`src/rtl/button_pkg.sv`:
```
// Shared definitions for the pushbutton conditioner: channel states, default
// 100 MHz timing and the game's button index names.
package button_pkg;

  typedef enum logic [2:0] {
    StArm,
    StIdle,
    StPressWait,
    StHeld,
    StReleaseWait
  } btn_state_e;

  localparam int unsigned DefaultNumBtn         = 4;
  localparam int unsigned DefaultSyncStages     = 2;
  localparam int unsigned DefaultDebounceCycles = 1000000;   // 10 ms
  localparam int unsigned DefaultRepeatDelay    = 50000000;  // 500 ms
  localparam int unsigned DefaultRepeatPeriod   = 10000000;  // 100 ms

  // Bit positions in dpb/scen/mcen as used by the game logic.
  localparam int unsigned BTN_UP    = 0;
  localparam int unsigned BTN_DOWN  = 1;
  localparam int unsigned BTN_LEFT  = 2;
  localparam int unsigned BTN_RIGHT = 3;

endpackage

```
`src/rtl/button_debounce_ch.sv`:
```
// One button channel: input synchronizer, debounce FSM and auto-repeat counter.
// dpb, scen and mcen are all registered.
module button_debounce_ch
  import button_pkg::*;
#(
  parameter int unsigned SYNC_STAGES     = DefaultSyncStages,
  parameter int unsigned DEBOUNCE_CYCLES = DefaultDebounceCycles,
  parameter int unsigned REPEAT_DELAY    = DefaultRepeatDelay,
  parameter int unsigned REPEAT_PERIOD   = DefaultRepeatPeriod
) (
  input  logic clk,
  input  logic reset,
  input  logic btn_raw,
  output logic dpb,
  output logic scen,
  output logic mcen
);

  localparam int unsigned CntW   = $clog2(DEBOUNCE_CYCLES);
  localparam int unsigned RptMax = (REPEAT_DELAY > REPEAT_PERIOD) ? REPEAT_DELAY : REPEAT_PERIOD;
  localparam int unsigned RptW   = $clog2(RptMax);

  localparam logic [CntW-1:0] CntLast       = CntW'(DEBOUNCE_CYCLES - 1);
  localparam logic [RptW-1:0] RptDelayLast  = RptW'(REPEAT_DELAY - 1);
  localparam logic [RptW-1:0] RptPeriodLast = RptW'(REPEAT_PERIOD - 1);

  logic [SYNC_STAGES-1:0] sync_q, sync_d;
  btn_state_e             state_q, state_d;
  logic [CntW-1:0]        cnt_q, cnt_d;
  logic [RptW-1:0]        rpt_q, rpt_d;
  logic [RptW-1:0]        rpt_limit;
  logic                   first_q, first_d;
  logic                   dpb_q, dpb_d;
  logic                   scen_q, scen_d;
  logic                   mcen_q, mcen_d;
  logic                   s;

  assign sync_d    = {sync_q[SYNC_STAGES-2:0], btn_raw};
  assign s         = sync_q[SYNC_STAGES-1];
  assign rpt_limit = first_q ? RptDelayLast : RptPeriodLast;

  always_comb begin
    state_d = state_q;
    cnt_d   = cnt_q;
    rpt_d   = rpt_q;
    first_d = first_q;
    scen_d  = 1'b0;
    mcen_d  = 1'b0;
    unique case (state_q)
      // A button held through reset must be seen released and stable first.
      StArm: begin
        if (s) begin
          cnt_d = '0;
        end else if (cnt_q == CntLast) begin
          state_d = StIdle;
          cnt_d   = '0;
        end else begin
          cnt_d = cnt_q + 1'b1;
        end
      end
      StIdle: begin
        if (s) begin
          state_d = StPressWait;
          cnt_d   = '0;
        end
      end
      StPressWait: begin
        if (!s) begin
          state_d = StIdle;
        end else if (cnt_q == CntLast) begin
          state_d = StHeld;
          rpt_d   = '0;
          first_d = 1'b1;
          scen_d  = 1'b1;
          mcen_d  = 1'b1;
        end else begin
          cnt_d = cnt_q + 1'b1;
        end
      end
      StHeld: begin
        if (!s) begin
          state_d = StReleaseWait;
          cnt_d   = '0;
        end else if (rpt_q == rpt_limit) begin
          mcen_d  = 1'b1;
          rpt_d   = '0;
          first_d = 1'b0;
        end else begin
          rpt_d = rpt_q + 1'b1;
        end
      end
      // Repeat progress is frozen here so a short release glitch only delays it.
      StReleaseWait: begin
        if (s) begin
          state_d = StHeld;
        end else if (cnt_q == CntLast) begin
          state_d = StIdle;
        end else begin
          cnt_d = cnt_q + 1'b1;
        end
      end
      default: state_d = StArm;
    endcase
    dpb_d = (state_d == StHeld) || (state_d == StReleaseWait);
  end

  always_ff @(posedge clk) begin
    if (reset) begin
      sync_q  <= '0;
      state_q <= StArm;
      cnt_q   <= '0;
      rpt_q   <= '0;
      first_q <= 1'b0;
      dpb_q   <= 1'b0;
      scen_q  <= 1'b0;
      mcen_q  <= 1'b0;
    end else begin
      sync_q  <= sync_d;
      state_q <= state_d;
      cnt_q   <= cnt_d;
      rpt_q   <= rpt_d;
      first_q <= first_d;
      dpb_q   <= dpb_d;
      scen_q  <= scen_d;
      mcen_q  <= mcen_d;
    end
  end

  assign dpb  = dpb_q;
  assign scen = scen_q;
  assign mcen = mcen_q;

endmodule

```
`src/rtl/button_conditioner.sv`:
```
// N_BTN independent pushbutton channels producing debounced level, press strobe
// and auto-repeat strobe for the game logic.
module button_conditioner
  import button_pkg::*;
#(
  parameter int unsigned N_BTN           = DefaultNumBtn,
  parameter int unsigned SYNC_STAGES     = DefaultSyncStages,
  parameter int unsigned DEBOUNCE_CYCLES = DefaultDebounceCycles,
  parameter int unsigned REPEAT_DELAY    = DefaultRepeatDelay,
  parameter int unsigned REPEAT_PERIOD   = DefaultRepeatPeriod
) (
  input  logic             clk,
  input  logic             reset,
  input  logic [N_BTN-1:0] btn_raw,
  output logic [N_BTN-1:0] dpb,
  output logic [N_BTN-1:0] scen,
  output logic [N_BTN-1:0] mcen
);

  for (genvar i = 0; i < N_BTN; i++) begin : g_ch
    button_debounce_ch #(
      .SYNC_STAGES    (SYNC_STAGES),
      .DEBOUNCE_CYCLES(DEBOUNCE_CYCLES),
      .REPEAT_DELAY   (REPEAT_DELAY),
      .REPEAT_PERIOD  (REPEAT_PERIOD)
    ) u_ch (
      .clk    (clk),
      .reset  (reset),
      .btn_raw(btn_raw[i]),
      .dpb    (dpb[i]),
      .scen   (scen[i]),
      .mcen   (mcen[i])
    );
  end

endmodule

```
`config.mk`:
```
export PLATFORM = sky130hd
export DESIGN_NAME = button_conditioner
export DESIGN_NICKNAME = d
export VERILOG_FILES = /design/src/rtl/button_pkg.sv /design/src/rtl/button_debounce_ch.sv /design/src/rtl/button_conditioner.sv
export SDC_FILE = /design/constraint.sdc
export NUM_CORES = 1
export LEC_CHECK = 0
export CAP_MARGIN = 20
export CORE_ASPECT_RATIO = 1.4
export CORE_MARGIN = 1
export CORE_UTILIZATION = 45
export CTS_CLUSTER_DIAMETER = 60
export DETAILED_ROUTE_END_ITERATION = 10
export GPL_ROUTABILITY_DRIVEN = 1
export SYNTH_ARGS = -nofsm -noshare
export SYNTH_HDL_FRONTEND = slang
export SYNTH_SLANG_ARGS = --single-unit
```
`constraint.sdc`:
```
create_clock -name clk -period 5.47 [get_ports clk]
set_input_delay 0.547 -clock clk [delete_from_list [all_inputs] [get_ports clk]]
set_output_delay 0.547 -clock clk [all_outputs]
set_load 0.02 [all_outputs]
```
# Word level (Yosys, flattened, before mapping)
# Index checks and enable logic that the tools add are counted.
[word_totals] out_inout_bits=12 word_cells=264 inputBits=6 register_bits=220
[op_classes] add_sub_neg=8 reduce_logical=32 mux=128 eq_ne=60 bitwise_logic=4
[op_table] cell="$mux W20" n=28
[op_table] cell="$mux W26" n=20
[op_table] cell="$pmux W20 S5" n=4
[op_table] cell="$pmux W26 S2" n=4
[op_table] cell="$add A26 B1 Y26 const B" n=4
[op_table] cell="$eq A26 B26 Y1" n=4
[op_table] cell="$mux W3" n=28
[op_table] cell="$add A20 B1 Y20 const B" n=4
[op_table] cell="$eq A20 B20 Y1 const B" n=4
[op_table] cell="$pmux W3 S5" n=4
[op_table] cell="$ne A2 B1 Y1 const B" n=20
[op_table] cell="$reduce_and A5 Y1" n=8
[op_table] cell="$eq A3 B2 Y1 const B" n=12
[op_table] cell="$mux W1" n=32
[op_table] cell="$eq A3 B3 Y1 const B" n=8
[op_table] cell="$reduce_bool A5 Y1" n=4
[op_table] cell="$ne A2 B2 Y1 const B" n=8
[op_table] cell="$pmux W1 S2" n=8
[op_table] cell="$reduce_and A4 Y1" n=4
[op_table] cell="$eq A3 B1 Y1 const B" n=4
[op_table] cell="$logic_not A3 Y1" n=4
[op_table] cell="$reduce_bool A2 Y1" n=4
[op_table] cell="$reduce_or A2 Y1" n=4
[op_table] cell="$logic_or A1 B1 Y1" n=4
[op_table] cell="$not A1 Y1" n=4

# Longest topological paths before layout
[depth] ltp_word=6 mapped_depth=9 ltp_nobuf=7

# Cells and area by module
# A second synthesis with hierarchy kept.
[unflattened] cells_unflattened=1326 hier_area_um2=11044.3
[by_module_without_submodules] module="button_debounce_ch (g_ch[0].u_ch ...)" seq_area_each_um2=1101.1 instances=3 area_each_um2=2766.4 cells_each=331
[by_module_without_submodules] module="button_debounce_ch (g_ch[3].u_ch)" seq_area_each_um2=1101.1 instances=1 area_each_um2=2745.1 cells_each=333

# Least setup slack after synthesis
# OpenSTA, ideal clock, no wires.
[synth_path] path_kind="register -> register" startpoint="register g_ch[2].u_ch.cnt_q[0]" endpoint="register g_ch[2].u_ch.cnt_q[2]" path_buffers=1 slack_ps=3168 t_required_ps=5333 synth_period_minus_slack_ps=2302 path_stages_with_launch=9 t_arrival_ps=2165 setup_time_ps=137 path_cell_list="dfxtp_1 -> ha_1 -> nand3_2 -> or4_1 -> clkbuf_1 -> o311ai_2 -> a21boi_0 -> xnor2_1 -> nor2_1"
[synth_via] elab_chain_cells=4 elab_cells_between_ends=8 classes_between="add/sub: 1; eq/ne: 1; mux: 6"
[synth_rtl] element="start: declaration" line_no="button_debounce_ch.sv:29" source="logic [CntW-1:0] cnt_q, cnt_d;"
[synth_rtl] element="start signal: assignment" line_no="button_debounce_ch.sv:120" source="cnt_q <= cnt_d;"
[synth_rtl] element="$add A20 B1 Y20 / $eq A20 B20 Y1 (equally long branches)"
[synth_rtl] element="$mux W20 (on tied branches)" line_no="button_debounce_ch.sv:70, button_debounce_ch.sv:96, button_debounce_ch.sv:54"
[synth_rtl] element="$mux W20 (on tied branches)" line_no="button_debounce_ch.sv:94, button_debounce_ch.sv:52, button_debounce_ch.sv:68"
[synth_rtl] element="$pmux W20 S5 (*)" line_no="button_debounce_ch.sv:49" source="unique case (state_q)"
# Mark *: on every way between the ends. The rest lies on a longest branch, timed or not. The select of a mux whose other input is x is not followed.
# A chain may end at the register's enable or synchronous reset.

# Worst setup path after layout
[layout_path] startpoint="register g_ch[3].u_ch.rpt_q[19]" endpoint="register g_ch[3].u_ch.rpt_q[19]"
[layout_via] elab_chain_cells=4 elab_cells_between_ends=5 classes_between="add/sub: 1; eq/ne: 1; mux: 3"
[layout_rtl] element="start: declaration" line_no="button_debounce_ch.sv:30" source="logic [RptW-1:0] rpt_q, rpt_d;"
[layout_rtl] element="start signal: assignment" line_no="button_debounce_ch.sv:121" source="rpt_q <= rpt_d;"
[layout_rtl] element="$add A26 B1 Y26 / $eq A26 B26 Y1 (equally long branches)" line_no="button_debounce_ch.sv:89, button_debounce_ch.sv:84"
[layout_rtl] element="$mux W26 (*)" line_no="button_debounce_ch.sv:84" source="end else if (rpt_q == rpt_limit) begin"
[layout_rtl] element="$mux W26 (*)" line_no="button_debounce_ch.sv:81" source="if (!s) begin"
[layout_rtl] element="$pmux W26 S2 (*)" line_no="button_debounce_ch.sv:49"
# Marks and branches as above.

==> summary.txt <==
Status: completed
Htree depth: 1
Antenna violations before repair: 0
Comb pwr share: 3.0%
Slew Limit Headroom: 29.4%
Clock skew: 0.00935 ns
Initial DRT Pass Iterations: 5
Ys async rst share: 0%
Maxcap violations: 0
Critical path origin: g_ch[3].u_ch.rpt_q[19]
Ys flop type: dfxtp_1
Die area: 25,500 µm²
Total clock sinks: 220
Synth Warn #: 0
Cts bufs inserted: 25
Sw Pwr: 0.773 mW
Most frequent cells after synthesis: 220 x dfxtp_1, 213 x nor2_1, 108 x nand2_1
Post_cts resized: 0
Via Count: 9,281
Worst-Margin Slew: 1.06 ns
Crit path max fanout: 26
Mapped Area: 11,200 µm²
Initial Util: 46.3%
RR Startpoint: g_ch[3].u_ch.rpt_q[19]
Share of the synthesized area in the top cell type: 39.4%
N_diodes: 0
DP Wirelength: 16,000 µm
GRT Util Overall: 19.0%
Row count: 67
Total negative setup slack: 0 ns
Reg power frac: 45.4%
Cell count after synthesis: 1,369
WL/cell: 14.2 µm
Hold_buf cts: 0
Hold Crit Start: reset
Fill cell count: 2,347
Root buffer cell: clkbuf_16
Top-count cell post-synth: dfxtp_1
Worst vdd ir: 0.266 mV
# DRC: 0
Clock slew at reported path FFs: 0.06 ns
Hold WC Path Type: primary input to flip-flop
Grt ovf: 0
Vias in the first global route: 8,766
RSZ-0062 raised after global routing: false
Vias per cell: 5.56
Number of port buffers: 17
DRT iter0 DRCs: 382
CTS max path bufs: 3
EDFF count, synth: 0
Sequential share of the synthesized area: 39.4%
Setup crit start kind: flip-flop
Worst hold slack: 0.430 ns
#FFs+latches synth: 220
DP Area: 11,400 µm²
Pwr Density: 292 nW/µm²
Dpl ws: 2.49 ns
TritonCTS clock tree: yes
Area delta synth->final: 10.7%
Synth unique cells: 77
Post-CTS Setup Inserts: 0
Pint: 2.84 mW
Height of the die: 188 µm
Synthesized Nets: 1,383
Largest net degree at the start of global routing: 28
Nets@finish: 1,356
Die W: 135 µm
First-pass GRT wire length: 41,200 µm
Top-Level Pins: 18
Final Hold Vio Count: 0
Worst-skew pair later-pin latency: 0.52 ns
Cell taking the most area after synthesis: dfxtp_1
Maximum clock rate: 338 MHz
Tcrit/Tclk final: 54.1%
Leak: 3.93 nW
WS Path Type: flip-flop to flip-flop
Net Sw Frac: 21.4%
Design area: 12,400 µm²
Multi-input gate area: 6270 µm²
Setup violators final: 0
CP Capture Type: flip-flop
Final worst slack: 2.51 ns
Fin. max-slew vios: 0
Post-Route WL: 23,700 µm
Post-layout min period: 2.96 ns
Top post-synthesis cells by area: dfxtp_1 39%, xnor2_1 8.2%, nor2_1 7.2%, xor2_1 4.5%, nand2_1 3.6%
CP Data Required Time: 5.84 ns
CP arrival: 3.33 ns
Routability congestion estimate: 0.821
Core footprint: 24,100 µm²
Clock power share: 51.7%
Mean post-synth cell area: 8.17 µm²
DRT antenna net count: 0
Layout cells sized above 1: 5.66%
Sequential cell area: 4400 µm²
## power by group through the flow
| stage | clock network (mW) | logic, mW | registers (mW) |
|---|---|---|---|
| 2_1_floorplan | 0 | 0.0898 | 1.66 |
| 3_3_place_gp | 0 | 0.106 | 1.67 |
| 3_5_place_dp | 0 | 0.106 | 1.67 |
| 4_1_cts | 1.93 | 0.107 | 1.64 |
| 5_1_grt | 2.00 | 0.122 | 1.64 |
| 6_report | 1.87 | 0.108 | 1.64 |
## final timing paths
kind | slack (ns) | to | cells past startpoint
max reg2reg | 2.51 | g_ch[3].u_ch.rpt_q[19] | 6
max | 2.51 | g_ch[3].u_ch.rpt_q[19] | 6
min reg2reg | 0.44 | g_ch[0].u_ch.sync_q[1] | 1
min | 0.43 | g_ch[1].u_ch.first_q | 2
## worst max-delay path: stages, from the launching register on
cell and delay [ns]:
dfxtp_1 0.36, nand2_1 0.10, or4b_2 0.65, a2111oi_1 0.54, a21oi_1 0.19, o21ai_2 0.85, nor2_1 0.11
## placed cells by master, fill, tap and decap left out, types with 10 or more instances in the layout
cell             instances
dfxtp_1                220
a211oi_1                19
nor2b_1                 18
clkbuf_16               25
and3_1                  23
and4_1                  15
nand4_1                 53
xnor2_1                105
inv_1                   34
or4_1                   15
nand3_1                 79
nor4b_1                 18
a31oi_1                 12
o21ai_0                 22
nand2_1                108
nor3_1                  48
and2_1                  10
nor4_1                  46
xor2_1                  57
nor2_1                 213
a21oi_1                 47
clkdlybuf4s50_1         16
## routing by layer
| layer | vias up | part of all wire, % | track usage (%) |
|---|---|---|---|
| li1 | 4779 | - | - |
| met1 | 4344 | 46 | 23.4 |
| met2 | 114 | 49 | 33.6 |
| met3 | 44 | 3.2 | 2.80 |
| met4 | 0 | 2.0 | 6.01 |
| met5 | - | 0 | 0 |
## area by class of cell
cell class	instances	area share [%]
flip-flops and latches	220	35.6
inverters	35	1.06
repair buffers	27	2.08
multi-input cells	1033	50.7
well taps	310	3.13
clock inverters	17	2.23
clock buffers	28	5.23
## state kept, by name, summed over array words and instances, names as in the netlist
register	flops
g_ch.u_ch.rpt_q	104
g_ch.u_ch.cnt_q	80
g_ch.u_ch.first_q	4
g_ch.u_ch.sync_q	8
g_ch.u_ch.dpb	4
g_ch.u_ch.state_q	12
g_ch.u_ch.scen	4
g_ch.u_ch.mcen	4
## cell families (layout without fill, tap and decap cells)
group / after synthesis / after routing / share of synthesized area, %
buf+inv: 116 / 107 / 4.63
compound gates: 159 / 159 / 9.58
simple gates: 701 / 701 / 32.5
fa+ha+maj: 8 / 8 / 0.895
mux: 3 / 3 / 0.269
flops: 220 / 220 / 39.4
xor+xnor: 162 / 162 / 12.7
## stage by stage
| stage | utilization, % | instances | total power [mW] |
|---|---|---|---|
| floorplan | - | 1369 | 1.75 |
| global placement | 47.3 | 1623 | 1.78 |
| detailed placement | 47.3 | 1623 | 1.78 |
| CTS | 51.1 | 1668 | 3.67 |
| global route | 51.3 | 1670 | 3.76 |
| finish | 51.3 | 1670 | 3.61 |
Note: power is estimated with default switching activity, not from simulation.
